[config.mk]
export PLATFORM = sky130hd
export DESIGN_NAME = unidade_controle
export DESIGN_NICKNAME = d
export VERILOG_FILES = /design/src/rtl/nrisc_pkg.sv /design/src/rtl/contador_espera.sv /design/src/rtl/unidade_controle.sv
export SDC_FILE = /design/constraint.sdc
export NUM_CORES = 1
export LEC_CHECK = 0
export ABC_AREA = 1
export CORE_ASPECT_RATIO = 1.4
export CORE_MARGIN = 4
export CORE_UTILIZATION = 45
export DETAILED_ROUTE_END_ITERATION = 8
export PLACE_DENSITY = 0.86
export SYNTH_ARGS = -nofsm -noshare
export SYNTH_HDL_FRONTEND = slang
export SYNTH_SLANG_ARGS = --single-unit
[constraint.sdc]
create_clock -name clock -period 2.8 [get_ports clock]
set_input_delay 0.56 -clock clock [delete_from_list [all_inputs] [get_ports clock]]
set_output_delay 0.56 -clock clock [all_outputs]
set_load 0.005 [all_outputs]
[src/rtl/nrisc_pkg.sv]
// nrisc_pkg: state codes, opcodes and instruction field helpers for the nRISC control unit
package nrisc_pkg;

    typedef logic [1:0] opcode_t;
    typedef logic [2:0] reg_t;

    localparam logic [2:0] S_INICIO  = 3'd0;
    localparam logic [2:0] S_BUSCA   = 3'd1;
    localparam logic [2:0] S_DECOD   = 3'd2;
    localparam logic [2:0] S_EXEC    = 3'd3;
    localparam logic [2:0] S_MEM     = 3'd4;
    localparam logic [2:0] S_ESCRITA = 3'd5;
    localparam logic [2:0] S_PARADO  = 3'd6;
    localparam logic [2:0] S_ERRO    = 3'd7;

    localparam opcode_t OP_ADD  = 2'b00;
    localparam opcode_t OP_SUB  = 2'b01;
    localparam opcode_t OP_LW   = 2'b10;
    localparam opcode_t OP_HALT = 2'b11;

    localparam int OP_HI = 7;
    localparam int OP_LO = 6;
    localparam int RA_HI = 5;
    localparam int RA_LO = 3;
    localparam int RB_HI = 2;
    localparam int RB_LO = 0;

    function automatic opcode_t campo_op(input logic [7:0] instr);
        return instr[OP_HI:OP_LO];
    endfunction

    function automatic reg_t campo_ra(input logic [7:0] instr);
        return instr[RA_HI:RA_LO];
    endfunction

    function automatic reg_t campo_rb(input logic [7:0] instr);
        return instr[RB_HI:RB_LO];
    endfunction

endpackage

[src/rtl/contador_espera.sv]
// contador_espera: counts wait cycles and flags when the count has reached the limit
module contador_espera #(
    parameter int LIMITE = 15
) (
    input  logic clock,
    input  logic reset,
    input  logic limpar,
    input  logic habilitar,
    output logic no_limite
);

    localparam int W = $clog2(LIMITE + 1);

    logic [W-1:0] cont_q, cont_d;

    // clear has priority; otherwise count one step per enabled cycle
    always_comb begin
        cont_d = limpar ? '0 : habilitar ? cont_q + W'(1) : cont_q;
    end

    // counter register
    always_ff @(posedge clock or posedge reset) begin
        if (reset) cont_q <= '0;
        else       cont_q <= cont_d;
    end

    assign no_limite = (cont_q == W'(LIMITE));

endmodule

[src/rtl/unidade_controle.sv]
// unidade_controle: multicycle Moore control FSM for the nRISC datapath with wait timeout
module unidade_controle
    import nrisc_pkg::*;
#(
    parameter int LIMITE_ESPERA = 15
) (
    input  logic       clock,
    input  logic       reset,
    input  logic [7:0] Instrucao,
    input  logic       InstrPronta,
    input  logic       MemPronta,
    output logic       BuscaInstr,
    output logic [2:0] RegLido1,
    output logic [2:0] RegLido2,
    output logic [2:0] RegEscrito,
    output logic       EscReg,
    output logic       LerMem,
    output logic       MemParaReg,
    output logic       EscPC,
    output logic [1:0] ULAOp,
    output logic       Parado,
    output logic       Erro,
    output logic [2:0] Estado
);

    logic [2:0] state_q, state_d;
    logic [7:0] ir_q, ir_d;
    logic       esperando, pronto, no_limite;

    // only BUSCA and MEM wait, each on its own ready input
    assign esperando = (state_q == S_BUSCA) || (state_q == S_MEM);
    assign pronto    = (state_q == S_BUSCA) ? InstrPronta : (state_q == S_MEM) ? MemPronta : 1'b0;

    contador_espera #(.LIMITE(LIMITE_ESPERA)) u_espera (
        .clock     (clock),
        .reset     (reset),
        .limpar    (!esperando || pronto),
        .habilitar (esperando && !pronto),
        .no_limite (no_limite)
    );

    // next state; ready wins over timeout in the limit cycle
    always_comb begin
        state_d = state_q;
        case (state_q)
            S_INICIO:  state_d = S_BUSCA;
            S_BUSCA:   state_d = InstrPronta ? S_DECOD : no_limite ? S_ERRO : S_BUSCA;
            S_DECOD:   state_d = (campo_op(ir_q) == OP_HALT) ? S_PARADO :
                                 (campo_op(ir_q) == OP_LW)   ? S_MEM : S_EXEC;
            S_EXEC:    state_d = S_ESCRITA;
            S_MEM:     state_d = MemPronta ? S_ESCRITA : no_limite ? S_ERRO : S_MEM;
            S_ESCRITA: state_d = S_BUSCA;
            default:   state_d = state_q;
        endcase
    end

    // IR loads only when a fetch completes
    always_comb begin
        ir_d = (state_q == S_BUSCA && InstrPronta) ? Instrucao : ir_q;
    end

    // state and instruction registers
    always_ff @(posedge clock or posedge reset) begin
        if (reset) begin
            state_q <= S_INICIO;
            ir_q    <= '0;
        end else begin
            state_q <= state_d;
            ir_q    <= ir_d;
        end
    end

    assign Estado     = state_q;
    assign BuscaInstr = (state_q == S_BUSCA);
    assign EscPC      = (state_q == S_DECOD);
    assign LerMem     = (state_q == S_MEM);
    assign EscReg     = (state_q == S_ESCRITA);
    assign MemParaReg = (state_q == S_ESCRITA) && (campo_op(ir_q) == OP_LW);
    assign RegEscrito = (state_q == S_ESCRITA) ? campo_ra(ir_q) : 3'd0;
    assign RegLido1   = campo_ra(ir_q);
    assign RegLido2   = campo_rb(ir_q);
    assign ULAOp      = (state_q == S_EXEC) ? campo_op(ir_q) : 2'b00;
    assign Parado     = (state_q == S_PARADO) || (state_q == S_ERRO);
    assign Erro       = (state_q == S_ERRO);

endmodule

Word-level counts from Yosys, hierarchy flattened
Cells that the tools add are included.

Register bits after elaboration: 15.

Add/subtract/negate cells: 1. Eq/ne operators: 10. Mux-type cells: 13. Reduce and logical (&&, ||, !) cells: 12.

Operators by type and width (number): 3-bit 2-to-1 mux (5); 3-bit one-hot mux with 5 select lines (1); 3-bit equality test, second input constant (4); 4-bit 2-to-1 mux (2); 3-bit by 2-bit equality test with 1-bit output, second input constant (2); 2-bit 2-to-1 mux (3); 5-bit nonzero test (1); 4-bit by 1-bit adder with 4-bit output, second input constant (1); 2-bit equality test, second input constant (2); 4-bit equality test, second input constant (1); 3-bit by 1-bit equality test with 1-bit output, second input constant (1); 1-bit logical AND (3); 3-bit zero test (1); 1-bit logical OR (3); 1-bit zero test (2); 1-bit 2-to-1 mux (2); 2-bit nonzero test (1); 2-bit OR reduction (1).

Depth between registers and ports, before layout
Gate-level depths: netlist (run 1).

Depth after elaboration: 7. Depth in mapped cells: 7. Gate-level depth less buffers: 7.

Hierarchy
A second synthesis (run 1) with hierarchy kept.

Cell total of the unflattened synthesis: 124. Area, all modules: 910.9 um2.

Modules (own cells, without submodules): unidade_controle (instances 1, cells an instance 97, area an instance 695.7 um2, seq. area each 275.3 um2); contador_espera (instances 1, cells an instance 27, area an instance 215.2 um2, seq. area each 100.1 um2).

Worst setup path before layout (run 1)
OpenSTA, ideal clock, no wires.

Kind: register -> output. Start: register state_q[2], in the netlist Estado[2]. End: output port MemParaReg. Arrival: 0.883 ns. Slack: 1.357 ns. Cell stages (with the launch flop): 3. Path buffers: 0. Cell sequence: dfrtp_1 -> nand3_1 -> nor3_1.

Longest elaborated chain between the ends: 2.

Ends and longest elaborated chain: from (decl) (RTL line unidade_controle.sv:26) `logic [2:0] state_q, state_d;`; from (signal assigned) (RTL line unidade_controle.sv:68) `state_q <= state_d;`; 3-bit equality test (RTL line unidade_controle.sv:78) `assign MemParaReg = (state_q == S_ESCRITA) && (campo_op(ir_q) == OP_LW);`; 1-bit logical AND (RTL line unidade_controle.sv:78); to (decl) (RTL line unidade_controle.sv:18) `output logic MemParaReg,`.

Every way passes these cells.

Worst setup path in the final report (run 1)
Same ends and word-level chain as after synthesis.

==> impl_results.md, run 1 <==
- Fmax achieved: 420 MHz
- CTS tree: yes
- I/O Pins: 33
- Async SR Flop Fraction: 100%
- #FFs+latches synth: 15
- Worst path required time: 2240 ps
- First-pass GRT wire length: 3350 µm
- Reg2reg start: Estado[1]
- Max-cap viol count: 0
- Worst Skew: around 0.57 ps
- Setup WS pre-CTS: 768 ps
- Largest area contributor in the netlist: dfrtp_1
- H-tree level count: 1
- Largest net degree at the start of global routing: 16
- Hold_ws: 473 ps
- CP endpoint kind: primary output
- RD Place Congestion: 0.871
- Power per Cell Area: 315 nW/µm²
- Final worst setup slack: between 400 and 500 ps
- Kind of start point of the critical path: flip-flop
- Wire per inst: ~13 µm
- Arr. time, crit path: 1820 ps
- Setup TNS: 0 ps
- Clk buf depth: 2
- Post-CTS setup buffer count: 0
- Sink Count: 15
- Max VDD drop: 0.000309 V
- Hold Crit Class: reg2reg
- Design area: 1170 µm²
- Period Utilization, post-route: 85.1%
- Post-Syn Area: between 800 and 900 µm²
- Hold-fix buffers, CTS: 0
- Vias in the first global route: 802
- Root Driver: clkbuf_4
- Ys flop type: dfrtp_1
- Synth-to-Final Area Change: 37.0%
- Status: complete, no violations
- Hpwl dp: 1560 µm
- Post-synth EDFFs: 0
- Int Pwr: 0.000287 W
- DR DRC count: 0
- Crit path launch: Estado[2]
- Finish-stage setup viols: 0
- Die Y: 59.5 µm
- Post-synth top cells: inv_1, nand2_1, nor2_1
- LEAKAGE: 0.582 nW
- Worst-path clk slew: 90 ps
- Worst-Skew Late Latency: 290 ps
- RSZ-0062 raised after global routing: false
- Fraction of layout cells with a size suffix above 1: 13.3%
- Seq pwr share: 58.9%
- Max-slew violation count: 0
- Rel. slew slack: 61.8%
- Final WL: 2010 µm
- Drt initial violations: 14
- Detail Route Antenna Nets: 0
- Cells after Synth: about 110
- Cell variety after synth: 22
- Tot GR Track Use: ~17%
- Initial Util: 47.9%
- Switching Fraction: 22.0%
- Die area: 2660 µm²
- Seq/Total Area, Yosys: between 40 and 50%
- Syn Area/Cell: 8.04 µm²
- Vias: 793
- DR pass1 iterations: 4
- Core region area: 1780 µm²
- CTS Buf Count: 3
- Share of the synthesized area in the top cell type: 44.1%
- Clock share of power: between 30% and 40%
- Final hold viol count: 0
- Synth area leaders: dfrtp_1, inv_1, nand2_1
- Initial antenna violation count: 0
- Crit Path Category: reg2out
- Worst-Margin Slew: between 500 and 600 ps
- Layout Nets: 149
- Utilization after layout: between 60% and 70%
- Yosys warns: 0
- Instance area at placement: 1140 µm²
- Total congestion overflow: 0
- Ant diodes: 0
- Switching power: 0.0000809 W
- Comb pwr share: under 10%
- Syn nets: 119
- Port buffer count: 32
- Final Critical Period: 2380 ps
- # rows: 18
- Die X: 44.8 µm
- Post-DR vias/cell: ~5.1
- Post-CTS sizing: 0
- Hold Path Origin: u_espera.cont_q[0]
- CP max FO: 8
==> registers in the layout, indices dropped and copies added (netlist names) <==
register,count
ir_q,8
u_espera.cont_q,4
Estado,3
==> cell families (layout without fill, tap and decap cells) <==
| family | after synthesis | count (layout) | share of synthesized area [%] |
|---|---|---|---|
| AND/OR/NAND/NOR | 52 | 52 | 29.2 |
| buffers and inverters | 25 | 54 | 14.5 |
| flip-flops | 15 | 15 | 44.1 |
| AO/OA/AOI/OAI | 12 | 12 | 9.69 |
| adder cells (fa/ha/maj) | 1 | 1 | 1.47 |
| XOR/XNOR | 1 | 1 | 1.03 |
==> per-stage QoR <==
step	std cells	power (W)
CTS	155	0.000368
global route	155	0.000380
global placement	151	0.000245
detailed placement	151	0.000246
finish	155	0.000367
floorplan	106	0.000227
==> power groups by stage <==
stage	sequential, W	clock (W)	combinational (W)
4_1_cts	0.000216	0.000127	0.0000251
3_5_place_dp	0.000221	0	0.0000249
5_1_grt	0.000216	0.000137	0.0000268
3_3_place_gp	0.000221	0	0.0000247
6_report	0.000216	0.000126	0.0000248
2_1_floorplan	0.000221	0	0.00000587
==> per-layer routing <==
| metal | routed length [µm] | up-vias | track usage (%) |
|---|---|---|---|
| met3 | 188 | 6 | 4.86 |
| met4 | 49 | 0 | 6.28 |
| li1 | - | 387 | - |
| met1 | 800 | 360 | 20.7 |
| met2 | 972 | 40 | 27.7 |
| met5 | 0 | - | 0 |
==> cell usage in the layout, fill, tap and decap left out, drive strengths merged <==
master / netlist / layout
o21ai: 5 / 5
nand2: 18 / 18
nand4: 2 / 2
nor3: 3 / 3
nor2: 19 / 19
clkbuf: 0 / 4
clkdlybuf4s50: 0 / 32
a21oi: 7 / 7
ha: 1 / 1
dfrtp: 15 / 15
inv: 18 / 18
nand3: 10 / 10
xor2: 1 / 1
==> worst max-delay path, cell delays in order, from the launching register on <==
cell	delay [ps]
dfrtp_1	540
nand3_1	250
nor3_1	210
clkdlybuf4s50_1	530
==> area by class of cell <==
type                    instances  area (µm²)
inverters                      18        67.6
multi-input cells              66         353
flip-flops and latches         15         375
well taps                      20        25.0
fillers                       156         612
repair buffers                 32         320
clock buffers                   4        26.3
==> path summary, 6_finish.rpt <==
check	cells past startpoint	endpoint	slack (ps)
worst max-delay path	3	MemParaReg	420
worst min-delay path	1	u_espera.cont_q[0]	470
worst max register to register	6	u_espera.cont_q[3]	1510
worst min register to register	1	u_espera.cont_q[0]	470
max in group asynchronous	2	ir_q[3]	1790
min in group asynchronous	2	ir_q[6]	630
Note: power is estimated with default switching activity, not from simulation.
==> inputs of run 2 (changes only) <==
CORE_ASPECT_RATIO = 0.9   (was 1.4)
==> run 2 against run 1 <==
Compared with the run above: combinational power barely moved; cell area is 0.54% higher; non-clock buffer count did not move; setup slack improved by 35 ps; register-to-register slack got worse by 40 ps; largest cell class unchanged.
==> impl_results.md, run 2 (synthesized netlist as in run 1, its figures left out) <==
- Status: complete, no violations
- Fraction of layout cells with a size suffix above 1: 14.1%
- Utilization after layout: 67.7%
- Total congestion overflow: 0
- Final Critical Period: 2350 ps
- Final WL: 2040 µm
- Period Utilization, post-route: 83.8%
- Most frequent cells in the layout: clkdlybuf4s50_1, nand2_1, inv_1, nor2_1, dfrtp_1
- Kind of start point of the critical path: flip-flop
- Rel. slew slack: 61.7%
- Arr. time, crit path: about 1800 ps
- Post-CTS sizing: 0
- Worst R2R Path Depth: 6
- Core region area: 1730 µm²
- Commonest non-fill, non-tap cell in the layout: clkdlybuf4s50_1
- Finish-stage setup viols: 0
- DR pass1 iterations: 4
- Register name with the most flops: ir_q
- Ant diodes: 0
- Hold Crit Class: reg2reg
- Crit Path Category: reg2out
- Largest net degree at the start of global routing: 16
- Die X: 53.9 µm
- CP endpoint kind: primary output
- Sink Count: 15
- Initial antenna violation count: 0
- Die area: 2650 µm²
- DR DRC count: 0
- CTS Buf Count: 3
- Setup TNS: 0 ps
- Worst-Margin Slew: ~570 ps
- Wire per inst: 12.8 µm
- CTS tree: yes
- Max VDD drop: 0.000277 V
- Fillcell total: 137
- LEAKAGE: 0.584 nW
- Hold-fix buffers, CTS: 0
- Hpwl dp: 1620 µm
- RSZ-0062 raised after global routing: false
- # rows: 14
- Fmax achieved: 426 MHz
- Layout Nets: around 150
- Reg-to-reg slack, setup: 1470 ps
- Final hold viol count: 0
- Die Y: 49.3 µm
- Power per Cell Area: about 320 nW/µm²
- Drt initial violations: 28
- CP max FO: 8
- Port buffer count: 32
- Critical R2R Capture: u_espera.cont_q[1]
- Max-cap viol count: 0
- Tot GR Track Use: between 10% and 20%
- Worst Skew: 0.542 ps
- H-tree level count: 1
- Max-slew violation count: 0
- I/O Pins: 33
- Crit path to: MemParaReg
- Post-CTS setup buffer count: 0
- First-pass GRT wire length: about 3400 µm
- Vias: ~800
- Worst-path clk slew: 90 ps
- Detail Route Antenna Nets: 0
- Vias in the first global route: 794
- Clk buf depth: 2
- Crit path launch: Estado[2]
- Worst-Skew Late Latency: 290 ps
- Root Driver: clkbuf_4
- Initial Util: 49.1%
- Worst path required time: around 2200 ps
- Reg2reg start: Estado[1]
- Post-DR vias/cell: slightly above 5
- RD Place Congestion: 0.868
- Max FFs per register: 8
- Synth-to-Final Area Change: 37.7%
[run 2: worst min path at each step]
| stage | start | to | slack [ps] | cells past startpoint |
|---|---|---|---|---|
| final | ir_q[2] | ir_q[2] | 490 | 2 |
| after global routing | ir_q[2] | ir_q[2] | 520 | 2 |
| after CTS | ir_q[2] | ir_q[2] | 490 | 2 |
| after detailed placement | ir_q[2] | ir_q[2] | 470 | 2 |
| after global placement | u_espera.cont_q[0] | u_espera.cont_q[0] | 450 | 1 |
| after floorplan | u_espera.cont_q[0] | u_espera.cont_q[0] | 430 | 1 |
[run 2: critical path: stages, from the launching register on]
cell and delay [ps]:
dfrtp_1 540, nand3_1 240, nor3_1 180, clkdlybuf4s50_1 530
[run 2: layout make-up]
class | count | area [µm²] | area share [%]
Clock inverter | 1 | 5.00 | 0.426
Clock buffer | 3 | 22.5 | 1.92
Tap cell | 24 | 30.0 | 2.56
Timing Repair Buffer | 32 | 320 | 27.3
Inverter | 18 | 67.6 | 5.76
Sequential cell | 15 | 375 | 32.0
Multi-Input combinational cell | 66 | 353 | 30.1
[run 2: report_power, final]
part,total (W),switching [W],internal [W]
sequential,0.000216,0,0.000216
clock,0.000129,0.0000757,0.0000532
combinational,0.0000246,0.00000993,0.0000147
total,0.000370,0.0000856,0.000284
[run 2: through the flow]
stage | power, W | instance area [µm²] | cells | hold slack (ps) | setup slack, ps
after detailed placement | 0.000246 | 1150 | 155 | 466 | 774
after CTS | 0.000370 | 1170 | 159 | 490 | 450
after global routing | 0.000386 | 1170 | 159 | 520 | 286
after floorplan | 0.000227 | 852 | 106 | 432 | 1360
final | 0.000370 | 1170 | 159 | 485 | 453
after global placement | 0.000245 | 1150 | 155 | 453 | 813
[run 2: routing by layer]
metal / up-vias / track usage, % / wire [µm]
li1: 384 / - / -
met1: 369 / 23.2 / 866
met2: 40 / 26.4 / 920
met3: 6 / 4.28 / 222
met4: 0 / 5.11 / 25
met5: - / 0 / 0
